[src/rtl/udp_rxbuf_writer_if.sv]
// Payload stream (parser -> writer) and RX buffer port (writer -> application) bundle.
// slave: the writer side; master: parser/application side.
`ifndef UDP_RXBUF_AWIDTH
`define UDP_RXBUF_AWIDTH 6
`endif

interface udp_rxbuf_writer_if #(
    parameter int unsigned AWIDTH = `UDP_RXBUF_AWIDTH
) ();
    logic              in_valid;
    logic              in_ready;
    logic [7:0]        in_data;
    logic              in_first;
    logic              in_last;
    logic              in_zlp;
    logic              in_err;
    logic [31:0]       in_src_ip;
    logic [15:0]       in_src_port;
    logic [15:0]       in_dst_port;
    logic [15:0]       in_udp_len;
    logic [AWIDTH-1:0] udp_rxbuf_addr;
    logic              udp_rxbuf_ce;
    logic              udp_rxbuf_we;
    logic [31:0]       udp_rxbuf_wdata;
    logic              udp_rxbuf_grant;
    logic              udp_rxbuf_rel;

    modport master (
        output in_valid, in_data, in_first, in_last, in_zlp, in_err,
               in_src_ip, in_src_port, in_dst_port, in_udp_len, udp_rxbuf_rel,
        input  in_ready, udp_rxbuf_addr, udp_rxbuf_ce, udp_rxbuf_we, udp_rxbuf_wdata,
               udp_rxbuf_grant
    );

    modport slave (
        input  in_valid, in_data, in_first, in_last, in_zlp, in_err,
               in_src_ip, in_src_port, in_dst_port, in_udp_len, udp_rxbuf_rel,
        output in_ready, udp_rxbuf_addr, udp_rxbuf_ce, udp_rxbuf_we, udp_rxbuf_wdata,
               udp_rxbuf_grant
    );
endinterface

[src/rtl/udp_rxbuf_writer.sv]
// Packs the UDP payload byte stream into the 32-bit RX buffer (payload from word2, header last)
// and hands it to the application. Optional destination-port filter: UDP_RXBUF_PORT_FILTER_EN.
`ifndef UDP_RXBUF_AWIDTH
`define UDP_RXBUF_AWIDTH 6
`endif

module udp_rxbuf_writer #(
    parameter int unsigned AWIDTH = `UDP_RXBUF_AWIDTH
) (
    input  logic              clk,
    input  logic              rst_n,
    input  logic [15:0]       rx_udp_port,
    udp_rxbuf_writer_if.slave bus
);
    localparam int unsigned CntW = AWIDTH + 2;
    localparam logic [CntW-1:0] MaxBytes = CntW'((2 ** AWIDTH - 2) * 4);

    typedef enum logic [2:0] {
        StIdle, StRecv, StDrop, StWrIp, StWrLen, StGrant
    } state_e;

    state_e            state_q, state_d;
    logic [31:0]       src_ip_q, src_ip_d;
    logic [15:0]       src_port_q, src_port_d;
    logic [15:0]       udp_len_q, udp_len_d;
    logic [31:0]       acc_q, acc_d;
    logic [CntW-1:0]   cnt_q, cnt_d;
    logic [AWIDTH-1:0] addr_q, addr_d;
    logic              we_q, we_d;
    logic [31:0]       wdata_q, wdata_d;
    logic              grant_q, grant_d;

    logic              ready;
    logic              beat;
    logic              take;
    logic              port_bad;
    logic              has_byte;
    logic              word_done;
    logic              drop;
    logic [CntW-1:0]   cnt_base;
    logic [31:0]       acc_base;
    logic [31:0]       acc_new;
    logic [1:0]        lane;
    logic [AWIDTH-1:0] waddr;

`ifdef UDP_RXBUF_PORT_FILTER_EN
    assign port_bad = bus.in_dst_port != rx_udp_port;
`else
    logic unused_port;
    assign port_bad    = 1'b0;
    assign unused_port = ^{rx_udp_port, bus.in_dst_port};
`endif

    // GRANT is entered one cycle before grant_q rises; keep the stream stalled until then.
    assign ready = (state_q != StWrIp) && (state_q != StWrLen) &&
                   !((state_q == StGrant) && !grant_q);
    assign beat  = bus.in_valid && ready;

    always_comb begin
        take = beat && ((bus.in_first && ((state_q == StIdle) || (state_q == StRecv) ||
                                          (state_q == StDrop))) ||
                        (!bus.in_first && (state_q == StRecv)));

        cnt_base  = bus.in_first ? '0 : cnt_q;
        acc_base  = bus.in_first ? '0 : acc_q;
        lane      = cnt_base[1:0];
        has_byte  = !(bus.in_first && bus.in_last && bus.in_zlp);
        acc_new   = acc_base | ({24'd0, bus.in_data} << {lane, 3'b000});
        word_done = has_byte && ((lane == 2'd3) || bus.in_last);
        drop      = (bus.in_first && port_bad) ||
                    (has_byte && (cnt_base == MaxBytes)) ||
                    (bus.in_last && bus.in_err);
        waddr     = cnt_base[CntW-1:2] + AWIDTH'(2);
    end

    always_comb begin
        state_d    = state_q;
        src_ip_d   = src_ip_q;
        src_port_d = src_port_q;
        udp_len_d  = udp_len_q;
        acc_d      = acc_q;
        cnt_d      = cnt_q;
        addr_d     = addr_q;
        we_d       = 1'b0;
        wdata_d    = wdata_q;

        case (state_q)
            StIdle, StRecv, StDrop: begin
                if (take) begin
                    if (bus.in_first) begin
                        src_ip_d   = bus.in_src_ip;
                        src_port_d = bus.in_src_port;
                        udp_len_d  = bus.in_udp_len;
                    end
                    if (drop) begin
                        state_d = bus.in_last ? StIdle : StDrop;
                    end else begin
                        if (word_done) begin
                            we_d    = 1'b1;
                            addr_d  = waddr;
                            wdata_d = acc_new;
                        end
                        acc_d   = (lane == 2'd3) ? '0 : acc_new;
                        cnt_d   = has_byte ? cnt_base + CntW'(1) : cnt_base;
                        state_d = bus.in_last ? StWrIp : StRecv;
                    end
                end else if (beat && (state_q == StDrop) && bus.in_last) begin
                    state_d = StIdle;
                end
            end
            StWrIp: begin
                we_d    = 1'b1;
                addr_d  = AWIDTH'(0);
                wdata_d = src_ip_q;
                state_d = StWrLen;
            end
            StWrLen: begin
                we_d    = 1'b1;
                addr_d  = AWIDTH'(1);
                wdata_d = {udp_len_q, src_port_q};
                state_d = StGrant;
            end
            StGrant: begin
                if (grant_q && bus.udp_rxbuf_rel) begin
                    state_d = StIdle;
                end
            end
            default: state_d = StIdle;
        endcase

        grant_d = (state_q == StGrant) && (state_d == StGrant);
    end

    always_ff @(posedge clk or negedge rst_n) begin
        if (!rst_n) begin
            state_q    <= StIdle;
            src_ip_q   <= '0;
            src_port_q <= '0;
            udp_len_q  <= '0;
            acc_q      <= '0;
            cnt_q      <= '0;
            addr_q     <= '0;
            we_q       <= 1'b0;
            wdata_q    <= '0;
            grant_q    <= 1'b0;
        end else begin
            state_q    <= state_d;
            src_ip_q   <= src_ip_d;
            src_port_q <= src_port_d;
            udp_len_q  <= udp_len_d;
            acc_q      <= acc_d;
            cnt_q      <= cnt_d;
            addr_q     <= addr_d;
            we_q       <= we_d;
            wdata_q    <= wdata_d;
            grant_q    <= grant_d;
        end
    end

    assign bus.in_ready        = ready;
    assign bus.udp_rxbuf_addr  = addr_q;
    assign bus.udp_rxbuf_ce    = we_q;
    assign bus.udp_rxbuf_we    = we_q;
    assign bus.udp_rxbuf_wdata = wdata_q;
    assign bus.udp_rxbuf_grant = grant_q;

endmodule

[src/flat_wrapper.sv]
// flat-port wrapper written by rule: the top's interface ports become plain ports
module udp_rxbuf_writer_flat 
#(
    parameter int unsigned AWIDTH = `UDP_RXBUF_AWIDTH
)
  (clk, rst_n, rx_udp_port, bus_in_valid, bus_in_data, bus_in_first, bus_in_last, bus_in_zlp, bus_in_err, bus_in_src_ip, bus_in_src_port, bus_in_dst_port, bus_in_udp_len, bus_udp_rxbuf_rel, bus_in_ready, bus_udp_rxbuf_addr, bus_udp_rxbuf_ce, bus_udp_rxbuf_we, bus_udp_rxbuf_wdata, bus_udp_rxbuf_grant);
  udp_rxbuf_writer_if #(.AWIDTH(AWIDTH)) bus_i ();
  input  logic clk;
  input  logic rst_n;
  input  logic [15:0] rx_udp_port;
  input wire logic [$bits(bus_i.in_valid)-1:0] bus_in_valid;
  input wire logic [$bits(bus_i.in_data)-1:0] bus_in_data;
  input wire logic [$bits(bus_i.in_first)-1:0] bus_in_first;
  input wire logic [$bits(bus_i.in_last)-1:0] bus_in_last;
  input wire logic [$bits(bus_i.in_zlp)-1:0] bus_in_zlp;
  input wire logic [$bits(bus_i.in_err)-1:0] bus_in_err;
  input wire logic [$bits(bus_i.in_src_ip)-1:0] bus_in_src_ip;
  input wire logic [$bits(bus_i.in_src_port)-1:0] bus_in_src_port;
  input wire logic [$bits(bus_i.in_dst_port)-1:0] bus_in_dst_port;
  input wire logic [$bits(bus_i.in_udp_len)-1:0] bus_in_udp_len;
  input wire logic [$bits(bus_i.udp_rxbuf_rel)-1:0] bus_udp_rxbuf_rel;
  output wire logic [$bits(bus_i.in_ready)-1:0] bus_in_ready;
  output wire logic [$bits(bus_i.udp_rxbuf_addr)-1:0] bus_udp_rxbuf_addr;
  output wire logic [$bits(bus_i.udp_rxbuf_ce)-1:0] bus_udp_rxbuf_ce;
  output wire logic [$bits(bus_i.udp_rxbuf_we)-1:0] bus_udp_rxbuf_we;
  output wire logic [$bits(bus_i.udp_rxbuf_wdata)-1:0] bus_udp_rxbuf_wdata;
  output wire logic [$bits(bus_i.udp_rxbuf_grant)-1:0] bus_udp_rxbuf_grant;
  assign bus_i.in_valid = bus_in_valid;
  assign bus_i.in_data = bus_in_data;
  assign bus_i.in_first = bus_in_first;
  assign bus_i.in_last = bus_in_last;
  assign bus_i.in_zlp = bus_in_zlp;
  assign bus_i.in_err = bus_in_err;
  assign bus_i.in_src_ip = bus_in_src_ip;
  assign bus_i.in_src_port = bus_in_src_port;
  assign bus_i.in_dst_port = bus_in_dst_port;
  assign bus_i.in_udp_len = bus_in_udp_len;
  assign bus_i.udp_rxbuf_rel = bus_udp_rxbuf_rel;
  assign bus_in_ready = bus_i.in_ready;
  assign bus_udp_rxbuf_addr = bus_i.udp_rxbuf_addr;
  assign bus_udp_rxbuf_ce = bus_i.udp_rxbuf_ce;
  assign bus_udp_rxbuf_we = bus_i.udp_rxbuf_we;
  assign bus_udp_rxbuf_wdata = bus_i.udp_rxbuf_wdata;
  assign bus_udp_rxbuf_grant = bus_i.udp_rxbuf_grant;
  udp_rxbuf_writer #(.AWIDTH(AWIDTH)) u_core (.clk(clk), .rst_n(rst_n), .rx_udp_port(rx_udp_port), .bus(bus_i));
endmodule
[config.mk]
export PLATFORM = sky130hd
export DESIGN_NAME = udp_rxbuf_writer_flat
export DESIGN_NICKNAME = d
export VERILOG_FILES = /design/src/rtl/udp_rxbuf_writer_if.sv /design/src/rtl/udp_rxbuf_writer.sv /design/src/flat_wrapper.sv
export SDC_FILE = /design/constraint.sdc
export NUM_CORES = 1
export LEC_CHECK = 0
export BUFFER_PORTS_ARGS = -buffer_cell sky130_fd_sc_hd__buf_2
export CORE_MARGIN = 10
export CORE_UTILIZATION = 49
export DETAILED_ROUTE_END_ITERATION = 8
export GPL_ROUTABILITY_DRIVEN = 0
export PLACE_DENSITY = 0.76
export SLEW_MARGIN = 5
export SYNTH_ARGS = -nofsm -noshare
export SYNTH_HDL_FRONTEND = slang
export SYNTH_SLANG_ARGS = --single-unit
[constraint.sdc]
create_clock -name clk -period 2.08 [get_ports clk]
set_input_delay 0.624 -clock clk [delete_from_list [all_inputs] [get_ports clk]]
set_output_delay 0.624 -clock clk [all_outputs]
set_load 0.005 [all_outputs]
==> results of run 1 <==
[layout by cell type (no fill, tap or decap), drive strengths merged, types with 4 or more instances in the layout]
| cell | synthesis | routed |
|---|---|---|
| o311ai | 32 | 32 |
| and3 | 9 | 9 |
| clkbuf | 31 | 26 |
| nand3 | 4 | 4 |
| a22oi | 40 | 40 |
| mux2 | 65 | 65 |
| nand2 | 38 | 38 |
| nor2b | 7 | 7 |
| o211ai | 33 | 33 |
| inv | 4 | 4 |
| nor2 | 7 | 7 |
| buf | 25 | 168 |
| dfrtp | 147 | 147 |
| a21o | 16 | 16 |
| o31ai | 33 | 33 |
| o21ai | 51 | 51 |
[through the flow]
step                utilization [%]  power, uW  TNS [ns]
floorplan                         -       6940     -4.32
global placement               58.5       8210     -8.31
detailed placement             58.5       8470    -13.65
CTS                            62.6      11500         0
global route                   62.6      12100         0
finish                         62.6      11400         0
[cell families (layout without fill, tap and decap cells)]
logic type / after synthesis / after routing / synth area share [%]
AOI/OAI and AO/OA: 228 / 228 / 24.2
DFF: 147 / 147 / 53.4
and+or+nand+nor: 85 / 85 / 6.73
muxes: 67 / 67 / 10.9
buffers and inverters: 61 / 203 / 3.88
adders and majority gates: 3 / 3 / 0.545
xor gates and xnor gates: 3 / 3 / 0.381
[routing by layer]
metal	vias to the layer above	track usage (%)
met5	-	0
met4	0	7.74
met3	40	5.21
met2	227	33.7
met1	2853	24.7
li1	2557	-
[layout make-up]
cell class / instances / share of cell area (%)
Sequential cell: 147 / 42.5
Timing Repair Buffer: 168 / 13.2
Tap cell: 180 / 2.60
Clock buffer: 26 / 5.65
Clock inverter: 4 / 0.853
Multi-Input combinational cell: 386 / 34.8
Inverter: 5 / 0.361
[worst reg2reg max path, stage by stage (launching register included)]
cell and delay (ns):
dfrtp_1 0.41, nand2_4 0.09, ha_2 0.19, nand4b_1 0.23
o21ai_4 0.28, buf_12 0.22, nor4_1 0.08, a211o_1 0.28
[registers in the layout, summed over array words and instances (netlist names)]
name,cells
u_core.acc_q,32
u_core.bus.udp_rxbuf_addr,6
u_core.bus.udp_rxbuf_ce,1
u_core.bus.udp_rxbuf_grant,1
u_core.bus.udp_rxbuf_wdata,32
u_core.cnt_q,8
u_core.src_ip_q,32
u_core.src_port_q,16
u_core.state_q,3
u_core.udp_len_q,16
[what timing repair did]
item / CTS / global route
setup endpoints to repair: 1 / 0
gates resized for setup: 1 / 0
hold endpoints to repair: 0 / 0
[worst paths after layout]
check	from	end	slack, ns	depth (start not counted)
max	u_core.state_q[1]$_DFF_PN0_	bus_in_ready	0.09	3
min	rst_n	u_core.bus.udp_rxbuf_addr[3]$_DFFE_PN0P_	0.14	1
max reg2reg	u_core.cnt_q[1]$_DFFE_PN0P_	u_core.cnt_q[5]$_DFFE_PN0P_	0.19	7
min reg2reg	u_core.acc_q[28]$_DFFE_PN0P_	u_core.acc_q[28]$_DFFE_PN0P_	0.50	2
max in group asynchronous	rst_n	u_core.src_ip_q[0]$_DFFE_PN0P_	1.36	2
min in group clk	bus_in_src_port[13]	u_core.src_port_q[13]$_DFFE_PN0P_	0.43	2
[synth_stat cells (all sizes together) (2+ instances only)]
cell type	count	area share [%]
o31ai	33	3.6
and3	9	0.82
nand3	4	0.29
o22ai	2	0.18
a31oi	3	0.27
mux2i	2	0.29
o21ai	51	3.9
inv	4	0.22
a22oi	40	4.4
nor3	3	0.29
buf	25	1.9
o311ai	32	4.1
nand4	2	0.27
a211oi	2	0.29
ha	3	0.54
dfrtp	147	53
and4b	2	0.29
clkbuf	31	1.7
o211ai	33	3.6
a21o	16	1.7
nor3b	2	0.29
a21oi	3	0.22
or2	2	0.18
mux2	65	11
nor2	7	0.38
nor2b	7	0.64
nand2	38	2.1
nor4	3	0.27
nand4b	2	0.47
xnor2	2	0.25
nand2b	2	0.18
[where the power goes]
part / internal, uW / switching, uW
Combinational: 1830 / 1920
Sequential: 4030 / 697
Clock: 1850 / 1110
Total: 7710 / 3720
==> impl_metrics.toml, run 1 <==
[outcome]
status = "complete, no violations"

[synthesis]
syn-instance-count = 594
synth_edf_count = 0
synth-seq-cells = 147
syn_area_per_cell_um2 = 11.6
async_reset_ff_share_pct = 100
yosysSeqAreaShare_pct = 53.4
synth_area_um2 = 6890
synth_fp_nets = 709
yosysWarningCount = 0
yosysUniqueCellTypes = 58
ys.flop_type = "dfrtp_1"

[worst_setup_path]
cp_num_buf_inv = 1
worstPathRequired_ns = 1.46
crit_type = "reg -> out"
path_cells = "and3b_1 -> a21oi_1 -> buf_2"
crit_fanout = 7
worstSetupEndpointType = "output pin"
crit_arrival_ns = 1.37
cpMaxStageDelayCell = "dfrtp_1"
startpoint_type = "flip-flop"
max_stage_delay_ns = 0.47
crit_family = "flip-flops"

[power_and_ir_drop]
peakVddDrop_mv = 0.671
leakage_uw = 0.00393
power.density_nw_per_um2 = 1320

[clock_network]
cts_hold_buf = 0
post_cts_buffers = 0
clkTransAtPathRegs_ns = 0.05
cts_max_level = 4
clkLatencyLatePin_ns = 0.42
cts_tree = "yes"
cts_buffers = 17
cts_sinks = 147
cts_root_buf = "clkbuf_16"
clock_path_buffers = 2

[routing]
met2WireLength_um = 9960
drt_iter0_markers = 541
wl_um = 19600
top_layer_used = "met4"
first_pass_iters = 6
wl_met3_um = 1160
ant_nets = 0
dr_total_vias = 5677
viasPerCell = 6.20
drc = 0
wire_per_inst_um = 21.4
drt-met1-wl_um = 8050

[finish]
final_area_um2 = 8650
syn2layout_area_growth_pct = 25.5
nets = 840
regArea_um2 = 3680
drive_above_1_share_pct = 37.9
layout.cells.non_filler = 916
fillers = 1054
n_antenna_cell = 0
multi_input_area_um2 = 3020

[global_routing]
overflow = 0
grt_usage_pct = 20.3
grt_pass1_wl_um = 32200
grt_max_degree = 49
grt_antenna_before_repair = 0
grt_pass1_vias = 6071

[floorplanning]
fp.dieW_um = 139
fp-row-count = 43
die_y_um = 139
ios = 154
core_um2 = 13800
die_area_um2 = 19200
start_util_pct = 49.9

[place]
placed_cells = 886
pre_cts_ws_ns = -0.262
io_buffers = 121
placed_area_um2 = 8090
dp_hpwl_um = 13900

[sta]
fmax_mhz = 502
worst_pin_slew_ns = 0.578
clock-skew-final_ns = 0.00912
maxSlewHeadroom_pct = 61.2
fin_crit_ns = 1.99
fin_ws_ns = 0.0868
whs_ns = 0.141
hold_violations = 0
rsz0062_at_grt = "no"
period_share_pct = 95.8
maxSlewViolCount = 0
finalSetupViolCount = 0

[run]
cap_violations = 0

[worst_hold_path]
hold_class = "in -> async"
No activity file was read; power rests on OpenSTA's default activity.
==> inputs of run 2 (changes only) <==
- CORE_MARGIN: 10 -> 2
- CORE_UTILIZATION: 49 -> 50
- PLACE_DENSITY: 0.76 -> 0.75
- clock period: 2.08 -> 1.95 ns (I/O delays scaled with it)
==> run 2 against run 1 <==
Against the previous run:
- routed wire length is 3.1% lower
- combinational power is 11% higher
- power is 11% higher
- highest routed layer unchanged
- worst hold slack worse by 0.034 ns
- via count is 1.4% higher
- clock-buffer cell count is 4 lower
- flip-flop and latch count stayed put
- register-to-register slack worse by 0.09 ns
==> impl_metrics.toml, run 2 (synthesized netlist as in run 1, its figures left out) <==
[routing]
wl_um = 19000
drc = 0
drt_iter0_markers = 471
viasPerCell = 6.19
dr_total_vias = 5757
ant_nets = 0
first_pass_iters = 5
wire_per_inst_um = 20.4

[sta]
finalSetupViolCount = 0
period_share_pct = 97.7
fmax_mhz = 525
worst_pin_slew_ns = 0.571
rsz0062_at_grt = "no"
tns_ns = 0
fin_crit_ns = 1.91
maxSlewHeadroom_pct = 61.7
maxSlewViolCount = 0
hold_violations = 0
clock-skew-final_ns = 0.00678

[global_routing]
grt_antenna_before_repair = 0
overflow = 0
grt_pass1_vias = 5900
grt_usage_pct = 26.5
grt_pass1_wl_um = 29900
grt_max_degree = 47

[worst_setup_path]
cpMaxStageDelayCell = "dfrtp_2"
crit_type = "reg -> out"
crit_family = "flip-flops"
path_cells = "buf_4 -> nor2b_2 -> a21oi_2 -> buf_2"
startpoint_type = "flip-flop"
crit_fanout = 3
max_stage_delay_ns = 0.43
worstPathRequired_ns = 1.36
worstSetupEndpointType = "output pin"
cp_num_buf_inv = 2
crit_arrival_ns = 1.32

[clock_network]
cts_sinks = 147
clkLatencyLatePin_ns = 0.43
clkTransAtPathRegs_ns = 0.06
cts_root_buf = "clkbuf_16"
clock_path_buffers = 2
cts_max_level = 4
cts_tree = "yes"
cts_buffers = 17
cts_hold_buf = 0

[power_and_ir_drop]
p_total_uw = 12700
leakage_uw = 0.00403
peakVddDrop_mv = 0.769
power.density_nw_per_um2 = 1430

[finish]
nets = 856
syn2layout_area_growth_pct = 28.5
n_antenna_cell = 0
layout_common_cells = "145 x dfrtp_1, 120 x buf_2, 65 x mux2_2"
final_common_cell = "dfrtp_1"
drive_above_1_share_pct = 40.5

[run]
cap_violations = 0

[floorplanning]
die_area_um2 = 14700
core_um2 = 13300
ios = 154
fp.dieW_um = 121
die_y_um = 121
start_util_pct = 51.6
fp-row-count = 42

[worst_hold_path]
hold_class = "in -> async"

[outcome]
status = "complete, no violations"

[place]
io_buffers = 121
dp_hpwl_um = 12800
-- run 2: cell types whose count changed in the layout (fill, tap and decap cells not counted), moves of 2 or more --
cell / before / now
clkbuf_8: 3 / 1
clkinvlp_4: 0 / 2
clkinv_2: 1 / 3
bufinv_16: 2 / 5
clkbuf_1: 6 / 4
buf_4: 33 / 50
-- run 2: worst register-to-register path: cells and delay by family, from the launching register on --
kind | cells | cell delay, ns
compound gates | 2 | 0.84
flops | 1 | 0.42
simple gates | 2 | 0.26
buf+inv | 1 | 0.17
-- run 2: path summary, 6_finish.rpt --
path / from / endpoint / slack [ns] / cells after the start
max in group asynchronous: rst_n / u_core.acc_q[15]$_DFFE_PN0P_ / 1.32 / 2
hold reg to reg: u_core.src_ip_q[28]$_DFFE_PN0P_ / u_core.src_ip_q[28]$_DFFE_PN0P_ / 0.50 / 1
min in group clk: bus_in_src_ip[23] / u_core.src_ip_q[23]$_DFFE_PN0P_ / 0.38 / 2
hold / removal: rst_n / u_core.bus.udp_rxbuf_addr[3]$_DFFE_PN0P_ / 0.11 / 1
setup / recovery: u_core.state_q[1]$_DFF_PN0_ / bus_in_ready / 0.04 / 4
setup reg to reg: u_core.state_q[0]$_DFF_PN0_ / u_core.cnt_q[4]$_DFFE_PN0P_ / 0.10 / 5
-- run 2: cell type report --
type	count	area [um2]
clock buffers	22	454
clock inverters	10	180
fillers	990	4490
inverters	5	31.3
multi-input cells	386	3050
flip-flops and latches	147	3680
well taps	176	220
repair buffers	184	1250
-- run 2: where the power goes --
part / leakage (uW) / total (uW) / internal (uW) / switching, uW
combinational: 0.00190 / 4150 / 2040 / 2120
sequential: 0.00183 / 5000 / 4300 / 707
clock: 0.000304 / 3540 / 2300 / 1250
-- run 2: layer usage --
layer  track usage [%]  share of wire, %  routed length [um]  vias up
met5                 0                 0                   0        -
met3              6.25               6.3                1200       32
met1              33.5                42                7900     2919
met4              8.98               1.9                 358        0
met2              44.6                50                9510      219
li1                  -                 -                   -     2587
-- run 2: metrics by stage --
stage	instance area (um2)	cells	util, %	setup WS [ns]	hold slack, ns
after floorplan	7040	594	-	-0.180	0.289
after global placement	8160	891	61.2	-0.217	0.486
final	8860	930	66.4	0.0450	0.108
after detailed placement	8160	891	61.2	-0.299	0.493
after global routing	8860	930	66.4	0.000798	0.133
after CTS	8850	929	66.3	0.0239	0.123
-- run 2: repair_timing --
item | CTS | global route
gates resized for setup | 3 | 3
setup endpoints to repair | 1 | 2
setup buffers | 6 | 1
==> inputs of run 3 (changes only) <==
- ABC_AREA: default -> 1
- PLACE_DENSITY: 0.75 -> 0.74
==> run 3 against run 2 <==
Against the previous run:
- maximum frequency increased by 1.5%
- worst hold slack got worse by 0.037 ns
- via count grew 18%
- highest routed layer unchanged
- largest cell class unchanged
- largest power group is now combinational cells
- critical path type unchanged
- clock skew increased by 0.0041 ns
==> impl_metrics.toml, run 3 <==
[worst_setup_path]
max_stage_delay_ns = 0.46
cpMaxStageDelayCell = "dfrtp_2"
crit_arrival_ns = 1.29
path_cells = "nand2_2 -> nand2_4 -> a22oi_2 -> buf_2"
cp_num_buf_inv = 1
crit_fanout = 6
startpoint_type = "flip-flop"
worstSetupEndpointType = "output pin"
worstPathRequired_ns = 1.36
crit_type = "reg -> out"
crit_family = "flip-flops"

[clock_network]
clkTransAtPathRegs_ns = 0.06
clock_path_buffers = 2
cts_hold_buf = 0
clkLatencyLatePin_ns = 0.43
cts_sinks = 147
cts_root_buf = "clkbuf_16"
cts_buffers = 17
cts_max_level = 4
cts_tree = "yes"

[routing]
viasPerCell = 5.33
wire_per_inst_um = 15.5
drc = 0
wl_um = 19800
dr_total_vias = 6801
drt_iter0_markers = 594
first_pass_iters = 5
ant_nets = 0

[outcome]
status = "complete, no violations"

[synthesis]
yosysUniqueCellTypes = 30
syn_area_per_cell_um2 = 7.89
yosysWarningCount = 0
yosys-top-cells-count = "346 x nand2_1, 147 x dfrtp_1, 144 x nand3_1"
synth-seq-cells = 147
yosysSeqAreaShare_pct = 50.0
synth_fp_nets = 1048
yosysTopAreaCell = "dfrtp_1"
syn-instance-count = 933
ys.flop_type = "dfrtp_1"
synth_top_area_share_pct = 50.0
synthTopCellsByArea = "dfrtp_1 50%, nand2_1 18%, nand3_1 9.8%, inv_1 4.0%, o21ai_2 3.6%"
synth_area_um2 = 7360
yosysMostFrequentCell = "nand2_1"
synth_edf_count = 0
async_reset_ff_share_pct = 100

[floorplanning]
ios = 154
core_um2 = 14500
fp-row-count = 44
die_area_um2 = 15700
start_util_pct = 50.8
die_y_um = 125
fp.dieW_um = 125

[finish]
final_common_cell = "nand2_1"
n_antenna_cell = 0
regArea_um2 = 3680
fillers = 1261
syn2layout_area_growth_pct = 24.9
layout.cells.non_filler = 1275
drive_above_1_share_pct = 25.2
multi_input_area_um2 = 3060
nets = 1193
final_util_pct = 63.5
layout_common_cells = "344 x nand2_1, 144 x nand3_1, 144 x dfrtp_1"

[global_routing]
grt_antenna_before_repair = 0
grt_usage_pct = 26.1
overflow = 0
grt_pass1_wl_um = 32500
grt_pass1_vias = 6638
grt_max_degree = 51

[place]
dp_hpwl_um = 13100
placed_cells = 1240
io_buffers = 121

[sta]
whs_ns = 0.0706
maxSlewHeadroom_pct = 68.5
period_share_pct = 96.3
finalSetupViolCount = 0
maxSlewViolCount = 0
rsz0062_at_grt = "no"
fin_crit_ns = 1.88
worst_pin_slew_ns = 0.473
clock-skew-final_ns = 0.0109
fmax_mhz = 533
hold_violations = 0

[power_and_ir_drop]
power.density_nw_per_um2 = 1490
netSwitchingPower_uw = 5240
leakage_uw = 0.00503
p_total_uw = 13700
seq_power_share_pct = 35.8
combPwrFrac_pct = 38.1
switching_share_pct = 38.2
internal_power_uw = 8470
peakVddDrop_mv = 0.946
pwr-share-clk_pct = 26.1

[run]
cap_violations = 0

[worst_hold_path]
hold_class = "in -> async"
==> run 3: cell count changes after synthesis, sizes merged, moves of 18 or more <==
| cell | before | now |
|---|---|---|
| nand2 | 38 | 352 |
| nand3 | 4 | 148 |
| inv | 4 | 82 |
| mux2 | 65 | 0 |
| o21ai | 51 | 107 |
| a22oi | 40 | 1 |
| o31ai | 33 | 0 |
| o211ai | 33 | 1 |
| o311ai | 32 | 0 |
| buf | 25 | 43 |
==> run 3: path summary, 6_finish.rpt <==
check | depth (start not counted) | startpoint | slack, ns | end
setup / recovery | 4 | u_core.state_q[1]$_DFF_PN0_ | 0.07 | bus_in_ready
setup reg to reg | 10 | u_core.cnt_q[0]$_DFFE_PN0P_ | 0.15 | u_core.bus.udp_rxbuf_wdata[4]$_DFFE_PN0P_
hold / removal | 1 | rst_n | 0.07 | u_core.state_q[1]$_DFF_PN0_
hold reg to reg | 2 | u_core.src_ip_q[13]$_DFFE_PN0P_ | 0.48 | u_core.src_ip_q[13]$_DFFE_PN0P_
max in group asynchronous | 2 | rst_n | 1.29 | u_core.bus.udp_rxbuf_ce$_DFF_PN0_
min in group clk | 2 | bus_udp_rxbuf_rel | 0.37 | u_core.bus.udp_rxbuf_grant$_DFF_PN0_
==> run 3: cell families (layout without fill, tap and decap cells) <==
kind of cell	after synthesis	after routing	synth area share, %
AO/OA/AOI/OAI	114	114	9.44
XOR/XNOR	3	3	0.357
adder cells (fa/ha/maj)	3	3	0.510
buffers and inverters	143	301	9.34
flip-flops	147	147	50.0
AND/OR/NAND/NOR	523	523	30.4
==> run 3: per-layer routing <==
metal / GRT usage, % / wire, um
met2: 42.4 / 9490
met3: 5.52 / 1270
met1: 34.9 / 8610
met5: 0 / 0
met4: 9.67 / 405
==> run 3: timing repair <==
item	in CTS	in global routing
buffers inserted	2	1
resized for setup	2	7
setup endpoints to repair	1	1
pin swaps	0	3
==> run 3: layout make-up <==
cell class | count | share of cell area [%]
Clock buffer | 20 | 4.97
Clock inverter | 12 | 2.08
Inverter | 84 | 3.43
Multi-Input combinational cell | 643 | 33.3
Sequential cell | 147 | 40.1
Tap cell | 184 | 2.51
Timing Repair Buffer | 185 | 13.7
==> run 3: through the flow <==
step	worst slack (ns)	setup TNS (ns)	area [um2]
floorplan	-0.0172	-0.329	7400
global placement	-0.162	-8.75	8490
detailed placement	-0.193	-10.62	8490
CTS	0.0128	0	9160
global route	0.00799	0	9190
finish	0.0730	0	9190
==> run 3: worst reg2reg max path, stage by stage (launching register included) <==
cell and delay [ns]:
dfrtp_1 0.40, nand2_1 0.13, clkinv_1 0.10, ha_1 0.23, o21ai_1 0.21, nor2_4 0.05, nand2_2 0.13, nand2_2 0.11
buf_12 0.19, nand2_1 0.07, nand2_1 0.05
==> run 3: power groups by stage <==
| stage | Combinational, uW | Clock [uW] | Sequential, uW |
|---|---|---|---|
| after CTS | 5190 | 3620 | 4870 |
| after global routing | 5800 | 3760 | 5030 |
| final | 5220 | 3580 | 4900 |
| after global placement | 4960 | 0 | 4860 |
| after floorplan | 3380 | 0 | 4750 |
| after detailed placement | 5090 | 0 | 4900 |
